<file path="src/rtl/muldiv_seq.sv">
`default_nettype none
// ============================================================================
//  Module      : muldiv_seq
//  Description : Iterative RV32M sequencer (MUL/MULH/MULHSU/MULHU/DIV/DIVU/
//                REM/REMU). Holds the pipeline while a 32-step shift-add
//                multiply or restoring divide runs, then pulses flagM with
//                the result for the execute-stage ALU to select.
//  Revision    : 1.0 - initial release
// ============================================================================
module muldiv_seq #(
    parameter int unsigned XLEN = 32,
    parameter int unsigned ITER = 32   // must equal XLEN
) (
    input  logic            clk,
    input  logic            rst,       // asynchronous, active-low
    input  logic [4:0]      alu_opE,
    input  logic [XLEN-1:0] SrcAE,
    input  logic [XLEN-1:0] SrcBE,
    input  logic            flushE,
    output logic            stall_m,
    output logic            flagM,
    output logic [XLEN-1:0] result_m,
    output logic            busy
);

    localparam int unsigned CNT_W = $clog2(ITER);

    localparam logic [4:0] OP_MUL    = 5'b01011;
    localparam logic [4:0] OP_MULH   = 5'b01100;
    localparam logic [4:0] OP_MULHSU = 5'b01101;
    localparam logic [4:0] OP_MULHU  = 5'b01110;
    localparam logic [4:0] OP_DIV    = 5'b01111;
    localparam logic [4:0] OP_DIVU   = 5'b10000;
    localparam logic [4:0] OP_REM    = 5'b10001;
    localparam logic [4:0] OP_REMU   = 5'b10010;

    localparam logic [XLEN-1:0] MIN_NEG = {1'b1, {(XLEN-1){1'b0}}};

    typedef enum logic [1:0] {
        S_IDLE = 2'd0,
        S_CALC = 2'd1,
        S_FIX  = 2'd2,
        S_DONE = 2'd3
    } state_t;

    state_t              state_q, state_d;
    logic [CNT_W-1:0]    cnt_q, cnt_d;
    logic [2*XLEN-1:0]   acc_q, acc_d;     // product, or remainder:quotient
    logic [XLEN-1:0]     opb_q, opb_d;     // multiplicand / divisor magnitude
    logic [4:0]          op_q, op_d;
    logic                sign_a_q, sign_a_d;
    logic                sign_b_q, sign_b_d;
    logic [XLEN-1:0]     result_q, result_d;
    logic                stall_w;

    // ------------------------------------------------------------------
    // Decode of the EX-stage opcode (only meaningful while IDLE)
    // ------------------------------------------------------------------
    logic            is_m_w, is_div_w, is_rem_w, is_sdiv_w;
    logic            sgn_a_en_w, sgn_b_en_w;
    logic            sign_a_w, sign_b_w;
    logic [XLEN-1:0] mag_a_w, mag_b_w;
    logic            div_zero_w, div_ovf_w, fast_w;
    logic [XLEN-1:0] fast_res_w;

    assign is_m_w     = (alu_opE >= OP_MUL) && (alu_opE <= OP_REMU);
    assign is_div_w   = (alu_opE >= OP_DIV) && (alu_opE <= OP_REMU);
    assign is_rem_w   = (alu_opE == OP_REM) || (alu_opE == OP_REMU);
    assign is_sdiv_w  = (alu_opE == OP_DIV) || (alu_opE == OP_REM);
    assign sgn_a_en_w = (alu_opE == OP_MUL) || (alu_opE == OP_MULH) ||
                        (alu_opE == OP_MULHSU) || is_sdiv_w;
    assign sgn_b_en_w = (alu_opE == OP_MUL) || (alu_opE == OP_MULH) || is_sdiv_w;

    assign sign_a_w = sgn_a_en_w & SrcAE[XLEN-1];
    assign sign_b_w = sgn_b_en_w & SrcBE[XLEN-1];
    assign mag_a_w  = sign_a_w ? -SrcAE : SrcAE;
    assign mag_b_w  = sign_b_w ? -SrcBE : SrcBE;

    // Divide-by-zero and signed overflow bypass the iteration entirely.
    // Overflow quotient equals the dividend (MIN_NEG); overflow remainder is 0.
    assign div_zero_w = is_div_w && (SrcBE == '0);
    assign div_ovf_w  = is_sdiv_w && (SrcAE == MIN_NEG) && (SrcBE == '1);
    assign fast_w     = div_zero_w || div_ovf_w;
    assign fast_res_w = is_rem_w ? (div_zero_w ? SrcAE : '0)
                                 : (div_zero_w ? '1    : SrcAE);

    // ------------------------------------------------------------------
    // One iteration step of each algorithm, computed from the registers
    // ------------------------------------------------------------------
    logic              is_div_q_w;
    logic [XLEN:0]     mul_sum_w;
    logic [2*XLEN-1:0] mul_next_w;
    logic [XLEN:0]     div_shift_w;
    logic [XLEN+1:0]   div_diff_w;
    logic              div_ge_w;
    logic [2*XLEN-1:0] div_next_w;

    assign is_div_q_w = (op_q >= OP_DIV);

    // Add multiplicand into the upper half when the multiplier LSB is set,
    // then shift the whole product right keeping the carry.
    assign mul_sum_w  = {1'b0, acc_q[2*XLEN-1:XLEN]} +
                        (acc_q[0] ? {1'b0, opb_q} : {(XLEN+1){1'b0}});
    assign mul_next_w = {mul_sum_w, acc_q[XLEN-1:1]};

    // Restoring divide: shift remainder:quotient left, trial-subtract.
    assign div_shift_w = {acc_q[2*XLEN-1:XLEN], acc_q[XLEN-1]};
    assign div_diff_w  = {1'b0, div_shift_w} - {2'b00, opb_q};
    assign div_ge_w    = (div_diff_w[XLEN+1:XLEN] == 2'b00);
    assign div_next_w  = div_ge_w ? {div_diff_w[XLEN-1:0],  acc_q[XLEN-2:0], 1'b1}
                                  : {div_shift_w[XLEN-1:0], acc_q[XLEN-2:0], 1'b0};

    // ------------------------------------------------------------------
    // Sign correction and result selection used in FIX
    // ------------------------------------------------------------------
    logic              neg_w;
    logic [2*XLEN-1:0] prod_fix_w;
    logic [XLEN-1:0]   quo_fix_w, rem_fix_w;
    logic [XLEN-1:0]   fix_res_w;

    assign neg_w      = sign_a_q ^ sign_b_q;
    assign prod_fix_w = neg_w    ? -acc_q : acc_q;
    assign quo_fix_w  = neg_w    ? -acc_q[XLEN-1:0] : acc_q[XLEN-1:0];
    assign rem_fix_w  = sign_a_q ? -acc_q[2*XLEN-1:XLEN] : acc_q[2*XLEN-1:XLEN];

    // Pick the architectural result for the latched opcode
    always_comb begin
        fix_res_w = rem_fix_w;
        case (op_q)
            OP_MUL:                        fix_res_w = prod_fix_w[XLEN-1:0];
            OP_MULH, OP_MULHSU, OP_MULHU:  fix_res_w = prod_fix_w[2*XLEN-1:XLEN];
            OP_DIV, OP_DIVU:               fix_res_w = quo_fix_w;
            default:                       fix_res_w = rem_fix_w;
        endcase
    end

    // ------------------------------------------------------------------
    // Next-state, datapath updates and stall request
    // ------------------------------------------------------------------
    always_comb begin
        state_d  = state_q;
        cnt_d    = cnt_q;
        acc_d    = acc_q;
        opb_d    = opb_q;
        op_d     = op_q;
        sign_a_d = sign_a_q;
        sign_b_d = sign_b_q;
        result_d = result_q;
        stall_w  = 1'b0;

        if (flushE) begin
            // A killed EX instruction abandons the op; result is kept.
            state_d = S_IDLE;
        end else begin
            case (state_q)
                S_IDLE: begin
                    if (is_m_w) begin
                        stall_w  = 1'b1;
                        op_d     = alu_opE;
                        sign_a_d = sign_a_w;
                        sign_b_d = sign_b_w;
                        opb_d    = mag_b_w;
                        acc_d    = {{XLEN{1'b0}}, mag_a_w};
                        cnt_d    = '0;
                        if (fast_w) begin
                            result_d = fast_res_w;
                            state_d  = S_DONE;
                        end else begin
                            state_d  = S_CALC;
                        end
                    end
                end
                S_CALC: begin
                    stall_w = 1'b1;
                    acc_d   = is_div_q_w ? div_next_w : mul_next_w;
                    cnt_d   = cnt_q + CNT_W'(1);
                    if (cnt_q == CNT_W'(ITER - 1)) begin
                        cnt_d   = '0;
                        state_d = S_FIX;
                    end
                end
                S_FIX: begin
                    stall_w  = 1'b1;
                    result_d = fix_res_w;
                    state_d  = S_DONE;
                end
                default: begin    // S_DONE: pipeline advances this edge
                    state_d = S_IDLE;
                end
            endcase
        end
    end

    // State and datapath registers, cleared asynchronously
    always_ff @(posedge clk or negedge rst) begin
        if (!rst) begin
            state_q  <= S_IDLE;
            cnt_q    <= '0;
            acc_q    <= '0;
            opb_q    <= '0;
            op_q     <= '0;
            sign_a_q <= 1'b0;
            sign_b_q <= 1'b0;
            result_q <= '0;
        end else begin
            state_q  <= state_d;
            cnt_q    <= cnt_d;
            acc_q    <= acc_d;
            opb_q    <= opb_d;
            op_q     <= op_d;
            sign_a_q <= sign_a_d;
            sign_b_q <= sign_b_d;
            result_q <= result_d;
        end
    end

    // Stall is suppressed while reset is asserted
    assign stall_m  = stall_w & rst;
    assign flagM    = (state_q == S_DONE);
    assign result_m = result_q;
    assign busy     = (state_q != S_IDLE);

endmodule
`default_nettype wire
</file>
<file path="config.mk">
export PLATFORM = sky130hd
export DESIGN_NAME = muldiv_seq
export DESIGN_NICKNAME = d
export VERILOG_FILES = /design/src/rtl/muldiv_seq.sv
export SDC_FILE = /design/constraint.sdc
export NUM_CORES = 1
export LEC_CHECK = 0
export CAP_MARGIN = 15
export CELL_PAD_IN_SITES_DETAIL_PLACEMENT = 1
export CELL_PAD_IN_SITES_GLOBAL_PLACEMENT = 2
export CORE_ASPECT_RATIO = 1.25
export CORE_MARGIN = 5
export CORE_UTILIZATION = 32
export DETAILED_ROUTE_END_ITERATION = 12
export GPL_ROUTABILITY_DRIVEN = 0
export PLACE_DENSITY_LB_ADDON = 0.12
export SLEW_MARGIN = 10
export SYNTH_ARGS = -nofsm -noshare
export SYNTH_HDL_FRONTEND = slang
export SYNTH_SLANG_ARGS = --single-unit
</file>
<file path="constraint.sdc">
create_clock -name clk -period 3.5 [get_ports clk]
set_input_delay 0.525 -clock clk [delete_from_list [all_inputs] [get_ports clk]]
set_output_delay 0.525 -clock clk [all_outputs]
set_load 0.005 [all_outputs]
</file>
==> metrics.csv, run 1 <==
stage,metric,value,unit
pwr,power_frac_comb,65.6,%
sta,slew_headroom,42.4,%
setup_path,cp-start-kind,register,
sta,hold_violations,0,
sta,worstMarginPinSlew,0.860,ns
pwr,swShare,50.8,%
synthesis,postSynthCellCount,1950,
sta,fin_crit_sh,96.1,%
final_layout,antenna_cells,0,
clock_network,htreeDepth,4,
synthesis,syn_nets,2099,
synthesis,yosys.area.top_type,dfrtp_1,
sta,fmax,0.297,GHz
clock_network,worstSkewPairLatency,0.47,ns
synthesis,synth_cell_types,72,
global_route,overflow,0,
clock_network,cts_tree,done,
sta,worst_slack,0.138,ns
synthesis,synth_edf_count,0,
floorplan,die_h,247,um
final_layout,drive_gt1_share,14.3,%
global_route,grt_max_degree,105,
synthesis,synthArstFlopShare,100,%
floorplan,die_x,200,um
pwr,p_per_area,787,mW/mm2
setup_path,critical_path_class,register to register,
final_layout,nets,2332,
detailed_routing,wirelength,67.4,mm
placement,dp_hpwl,54.0,mm
clock_network,cts_buffers,17,
global_route,grtUsageTotal,27.1,%
synthesis,ys_seq_area_share,24.7,%
sta,drv_slew,0,
detailed_routing,firstDrtPassIters,5,
synthesis,synth.area.top_cells,"dfrtp_1 25%, o21ai_0 7.8%, nand2_1 7.2%",
floorplan,start_util,32.1,%
final_layout,fin_util,40.8,%
floorplan,dieArea,0.0494,mm2
pwr,p_int,7.08,mW
final_layout,fin_cells,2774,
run,cap_violations,0,
floorplan,core,0.0448,mm2
pwr,ir_drop,476,uV
final_layout,design_area,0.0183,mm2
synthesis,netlist.area_leader.share,24.7,%
setup_path,crit_fanout,4,
floorplan,ios,107,
worst_hold_path,hold_class,input port to asynchronous set/reset pin,
detailed_routing,vias,16000,
sta,finalHoldWorstSlack,0.135,ns
synthesis,synth.yosys.warnings,0,
detailed_routing,wl_per_cell,24.3,um
synthesis,ys.flop_type,dfrtp_1,
setup_path,critical_path_arrival,3.72,ns
pwr,p_leak,7.83,nW
pwr,switchingPower,7.31,mW
sta,setup_viol,0,
clock_network,cts_sinks,142,
detailed_routing,drc,0,
synthesis,synth_area,0.0144,mm2
pwr,pwr-share-clk,13.6,%
global_route,grt_pass1_wl,103,mm
synthesis,ys_top_cells_by_count,"276 x nand2_1, 224 x o21ai_0, 151 x a21oi_1",
clock_network,clock-root-buffer,clkbuf_16,
detailed_routing,vias_per_cell,5.78,
sta,fin_setup_tns,0,ns
synthesis,syn_area_per_cell,7.38,um2
global_route,antenna_found_initial,0,
placement,pre_cts_ws,-0.224,ns
placement,port-buffer-count,106,
detailed_routing,antenna_left,0,
pwr,power_frac_seq,20.7,%
global_route,grt_pass1_vias,16900,
setup_path,worstPathRequired,3.86,ns
floorplan,rows,87,
pwr,total_power,14.4,mW
placement,dp_cells,2741,
status,run_status,finished clean,
sta,min_period,3.36,ns
setup_path,critPathCaptureType,register,
clock_network,clockBufferDepth,2,
placement,dpl-instance-area,0.0176,mm2
sta,skew,0.0114,ns
clock_network,cts.reportedPaths.clkPinSlew,0.07,ns
synthesis,synth.most_common_cell,nand2_1,
synthesis,yosys_register_bits,142,
detailed_routing,drt_iter0_markers,688,
final_layout,syn2layout_area_growth,27.1,%
layout make-up:
| type | instances | area [um2] |
|---|---|---|
| clock buffers | 21 | 470 |
| clock inverters | 11 | 129 |
| fillers | 5523 | 26600 |
| inverters | 63 | 236 |
| multi-input cells | 1621 | 10300 |
| flip-flops and latches | 142 | 3560 |
| well taps | 578 | 723 |
| repair buffers | 338 | 2920 |
power groups by stage:
stage,clock (mW),combinational (mW),sequential (mW)
floorplan,0,5.43,2.74
global placement,0,9.13,3.01
detailed placement,0,9.32,3.03
CTS,2.01,9.38,3.00
global route,2.06,10.3,3.05
finish,1.96,9.45,2.99
layer usage:
layer	global-route usage [%]	vias to the layer above	routed length, um
met3	2.96	128	1780
met1	31.3	8040	27100
met2	48.7	312	34500
li1	-	7561	-
met4	14.4	0	4030
met5	0	-	0
kinds of logic after synthesis:
logic type | synth area share, %
AND/OR/NAND/NOR | 21.6
AO/OA/AOI/OAI | 28.5
buffers and inverters | 4.99
XOR/XNOR | 11.2
flip-flops | 24.7
adder cells (fa/ha/maj) | 6.80
multiplexers | 2.17
sequential cells by signal (all words and copies together) (netlist names):
name and cells:
sign_a_q 1, acc_q 64, cnt_q 5, opb_q 32
state_q 2, sign_b_q 1, op_q 5, result_m 32
layout by cell type, fill, tap and decap left out, types with 59 or more instances in the layout:
cell	count
xnor2_1	95
inv_1	63
nand3_1	59
buf_4	223
ha_1	72
clkdlybuf4s50_1	105
o21ai_0	220
nand2_1	276
dfrtp_1	140
nor2_1	141
a21oi_1	148
xor2_1	87
repair_timing:
action                     4_1_cts  5_1_grt
buffers inserted                 0        1
hold buffers                     0        0
pin swaps                        0        5
resized for setup                5       21
setup endpoints to repair        5       39
critical path, cell delays in order, from the launching register on:
cell	delay (ns)
dfrtp_1	0.38
or4_1	0.69
or4_4	0.52
nor3_4	0.28
nand4_1	0.29
o21ai_0	0.32
mux2i_1	0.15
o21ai_0	0.33
a21oi_1	0.11
a21o_1	0.16
final timing paths:
| kind | start | to | slack (ns) | cells past startpoint |
|---|---|---|---|---|
| max reg2reg | acc_q[11]$_DFFE_PN0P_ | result_m[17]$_DFFE_PN0P_ | 0.14 | 9 |
| min reg2reg | opb_q[17]$_DFFE_PN0P_ | opb_q[17]$_DFFE_PN0P_ | 0.48 | 2 |
| min | rst | op_q[4]$_DFFE_PN0P_ | 0.13 | 2 |
| max | acc_q[11]$_DFFE_PN0P_ | result_m[17]$_DFFE_PN0P_ | 0.14 | 9 |
| max in group asynchronous | rst | result_m[17]$_DFFE_PN0P_ | 2.69 | 2 |
| min in group clk | opb_q[17]$_DFFE_PN0P_ | opb_q[17]$_DFFE_PN0P_ | 0.48 | 2 |
No activity file was read; power rests on OpenSTA's default activity.
==> inputs of run 2 (changes only) <==
--- a/config.mk
+++ b/config.mk
@@ -11,6 +11,7 @@
 export CORE_ASPECT_RATIO = 1.25
 export CORE_MARGIN = 5
 export CORE_UTILIZATION = 32
+export CTS_CLUSTER_DIAMETER = 150
 export DETAILED_ROUTE_END_ITERATION = 12
 export GPL_ROUTABILITY_DRIVEN = 0
 export PLACE_DENSITY_LB_ADDON = 0.12
==> constraint.sdc (replaced) <==
create_clock -name clk -period 2.76 [get_ports clk]
set_input_delay 0.414 -clock clk [delete_from_list [all_inputs] [get_ports clk]]
set_output_delay 0.414 -clock clk [all_outputs]
set_load 0.005 [all_outputs]
==> metrics.csv, run 2 (synthesized netlist as in run 1, its figures left out) <==
stage,metric,value,unit
status,run_status,"finished, violations left",
status,violations,setup timing,
detailed_routing,vias,17800,
clock_network,cts_buffers,17,
sta,skew,0.0161,ns
run,cap_violations,0,
clock_network,cts_tree,done,
sta,worst_slack,-0.433,ns
pwr,p_leak,10.1,nW
floorplan,die_h,247,um
setup_path,setup.worst_path.end,acc_q[51]$_DFFE_PN0P_,
clock_network,cts.reportedPaths.clkPinSlew,0.07,ns
setup_path,critical_path_arrival,3.53,ns
setup_path,r2r-end,acc_q[51]$_DFFE_PN0P_,
floorplan,start_util,32.1,%
setup_path,rrSetupSlack,-0.43,ns
sta,grt_setup_unrepaired,yes,
sta,setup_viol,59,
global_route,grt_max_degree,69,
clock_network,clock-root-buffer,clkbuf_16,
sta,min_period,3.19,ns
sta,finalHoldWorstSlack,0.319,ns
global_route,grt_pass1_vias,18800,
final_layout,largest_register_ffs,64,
global_route,overflow,0,
setup_path,r2r_start,acc_q[0]$_DFFE_PN0P_,
detailed_routing,vias_per_cell,5.68,
detailed_routing,wirelength,74.7,mm
setup_path,critPathCaptureType,register,
setup_path,worstPathRequired,3.09,ns
global_route,grtUsageTotal,29.3,%
sta,hold_violations,0,
setup_path,path_cells,"buf_6, clkinv_8, buf_12, buf_16, nor2_2, ha_1, o211ai_1, a21oi_2, o2111ai_2, buf_4, nand2_1, a21oi_2, o21ai_2, a31oi_1, mux2i_1, o211ai_1",
detailed_routing,drt_iter0_markers,837,
sta,fmax,0.313,GHz
placement,dp_hpwl,57.9,mm
floorplan,dieArea,0.0494,mm2
sta,fin_setup_tns,-14.47,ns
setup_path,rr_worst_depth,16,
setup_path,max_stage_delay,0.42,ns
final_layout,nets,2691,
detailed_routing,drc,0,
final_layout,fin_util,51.1,%
floorplan,die_x,200,um
placement,pre_cts_ws,-0.698,ns
setup_path,cp-start-kind,register,
final_layout,final_common_cell,buf_4,
setup_path,startpoint,acc_q[0]$_DFFE_PN0P_,
final_layout,fin_cells,3133,
sta,worstMarginPinSlew,0.974,ns
worst_hold_path,hold_class,input port to asynchronous set/reset pin,
floorplan,rows,87,
floorplan,ios,107,
clock_network,worstSkewPairLatency,0.47,ns
setup_path,cpMaxStageDelayCell,dfrtp_1,
clock_network,cts_sinks,142,
clock_network,clockBufferDepth,2,
sta,slew_headroom,35.0,%
placement,dpl-instance-area,0.0200,mm2
pwr,p_per_area,1010,mW/mm2
sta,fin_crit_sh,116,%
clock_network,htreeDepth,4,
final_layout,antenna_cells,0,
pwr,ir_drop,657,uV
detailed_routing,firstDrtPassIters,5,
final_layout,layout_common_cells,"523 x buf_4, 265 x nand2_1, 167 x o21ai_0",
setup_path,crit_fanout,5,
final_layout,design_area,0.0229,mm2
placement,dp_cells,3032,
detailed_routing,antenna_left,0,
final_layout,regMostFlops,acc_q,
placement,port-buffer-count,106,
final_layout,syn2layout_area_growth,59.0,%
setup_path,critical_path_class,register to register,
final_layout,drive_gt1_share,35.1,%
sta,drv_slew,0,
pwr,total_power,23.1,mW
detailed_routing,wl_per_cell,23.9,um
floorplan,core,0.0448,mm2
global_route,antenna_found_initial,0,
global_route,grt_pass1_wl,111,mm
-- run 2: cell count changes in the layout (fill, tap and decap cells not counted), moves of 32 or more --
| cell | delta |
|---|---|
| buf_4 | +300 |
| o21ai_0 | -53 |
| a21oi_1 | -35 |
| buf_6 | +34 |
| a21oi_2 | +33 |
| o21ai_1 | +32 |
-- run 2: worst min path at each step --
stage	startpoint	to	slack [ns]	depth (start not counted)
floorplan	rst	acc_q[0]$_DFFE_PN0P_	0.12	0
detailed placement	rst	result_m[29]$_DFFE_PN0P_	0.24	1
finish	rst	result_m[29]$_DFFE_PN0P_	0.32	2
global placement	rst	result_m[29]$_DFFE_PN0P_	0.24	1
global route	rst	result_m[30]$_DFFE_PN0P_	0.31	2
CTS	rst	result_m[30]$_DFFE_PN0P_	0.30	2
-- run 2: layer usage --
metal / routed length (um) / GRT usage (%) / share of wire [%] / vias to the layer above
li1: - / - / - / 8272
met1: 28600 / 32.5 / 38 / 8847
met2: 38500 / 52.8 / 52 / 485
met3: 2680 / 3.39 / 3.6 / 189
met4: 4950 / 17.7 / 6.6 / 0
met5: 0 / 0 / 0 / -
-- run 2: layout make-up --
| class | instances | area, um2 |
|---|---|---|
| Clock buffer | 20 | 467 |
| Timing Repair Buffer | 697 | 6060 |
| Tap cell | 578 | 723 |
| Fill cell | 5391 | 22000 |
| Sequential cell | 142 | 3560 |
| Multi-Input combinational cell | 1621 | 11700 |
| Inverter | 63 | 251 |
| Clock inverter | 12 | 156 |
-- run 2: power by group --
| group | switching [mW] | leakage (nW) | total (mW) | internal (mW) |
|---|---|---|---|---|
| sequential | 0.745 | 1.82 | 3.64 | 2.90 |
| combinational | 9.32 | 7.99 | 16.9 | 7.54 |
| clock | 1.08 | 0.295 | 2.58 | 1.50 |
-- run 2: repair_timing --
action	CTS	global route
setup buffers	37	33
endpoints found under the setup margin	69	99
endpoints found under the hold margin	3	0
gates resized for setup	238	158
pin swaps	98	116
gates cloned	5	1
hold buffers	1	0
-- run 2: worst max-delay path, delay by kind of cell (launching register included) --
family	cells	cell delay, ns
and+or+nand+nor	2	0.18
AOI/OAI and AO/OA	7	1.29
muxes	1	0.27
adders and majority gates	1	0.26
buffers and inverters	5	0.62
DFF	1	0.42
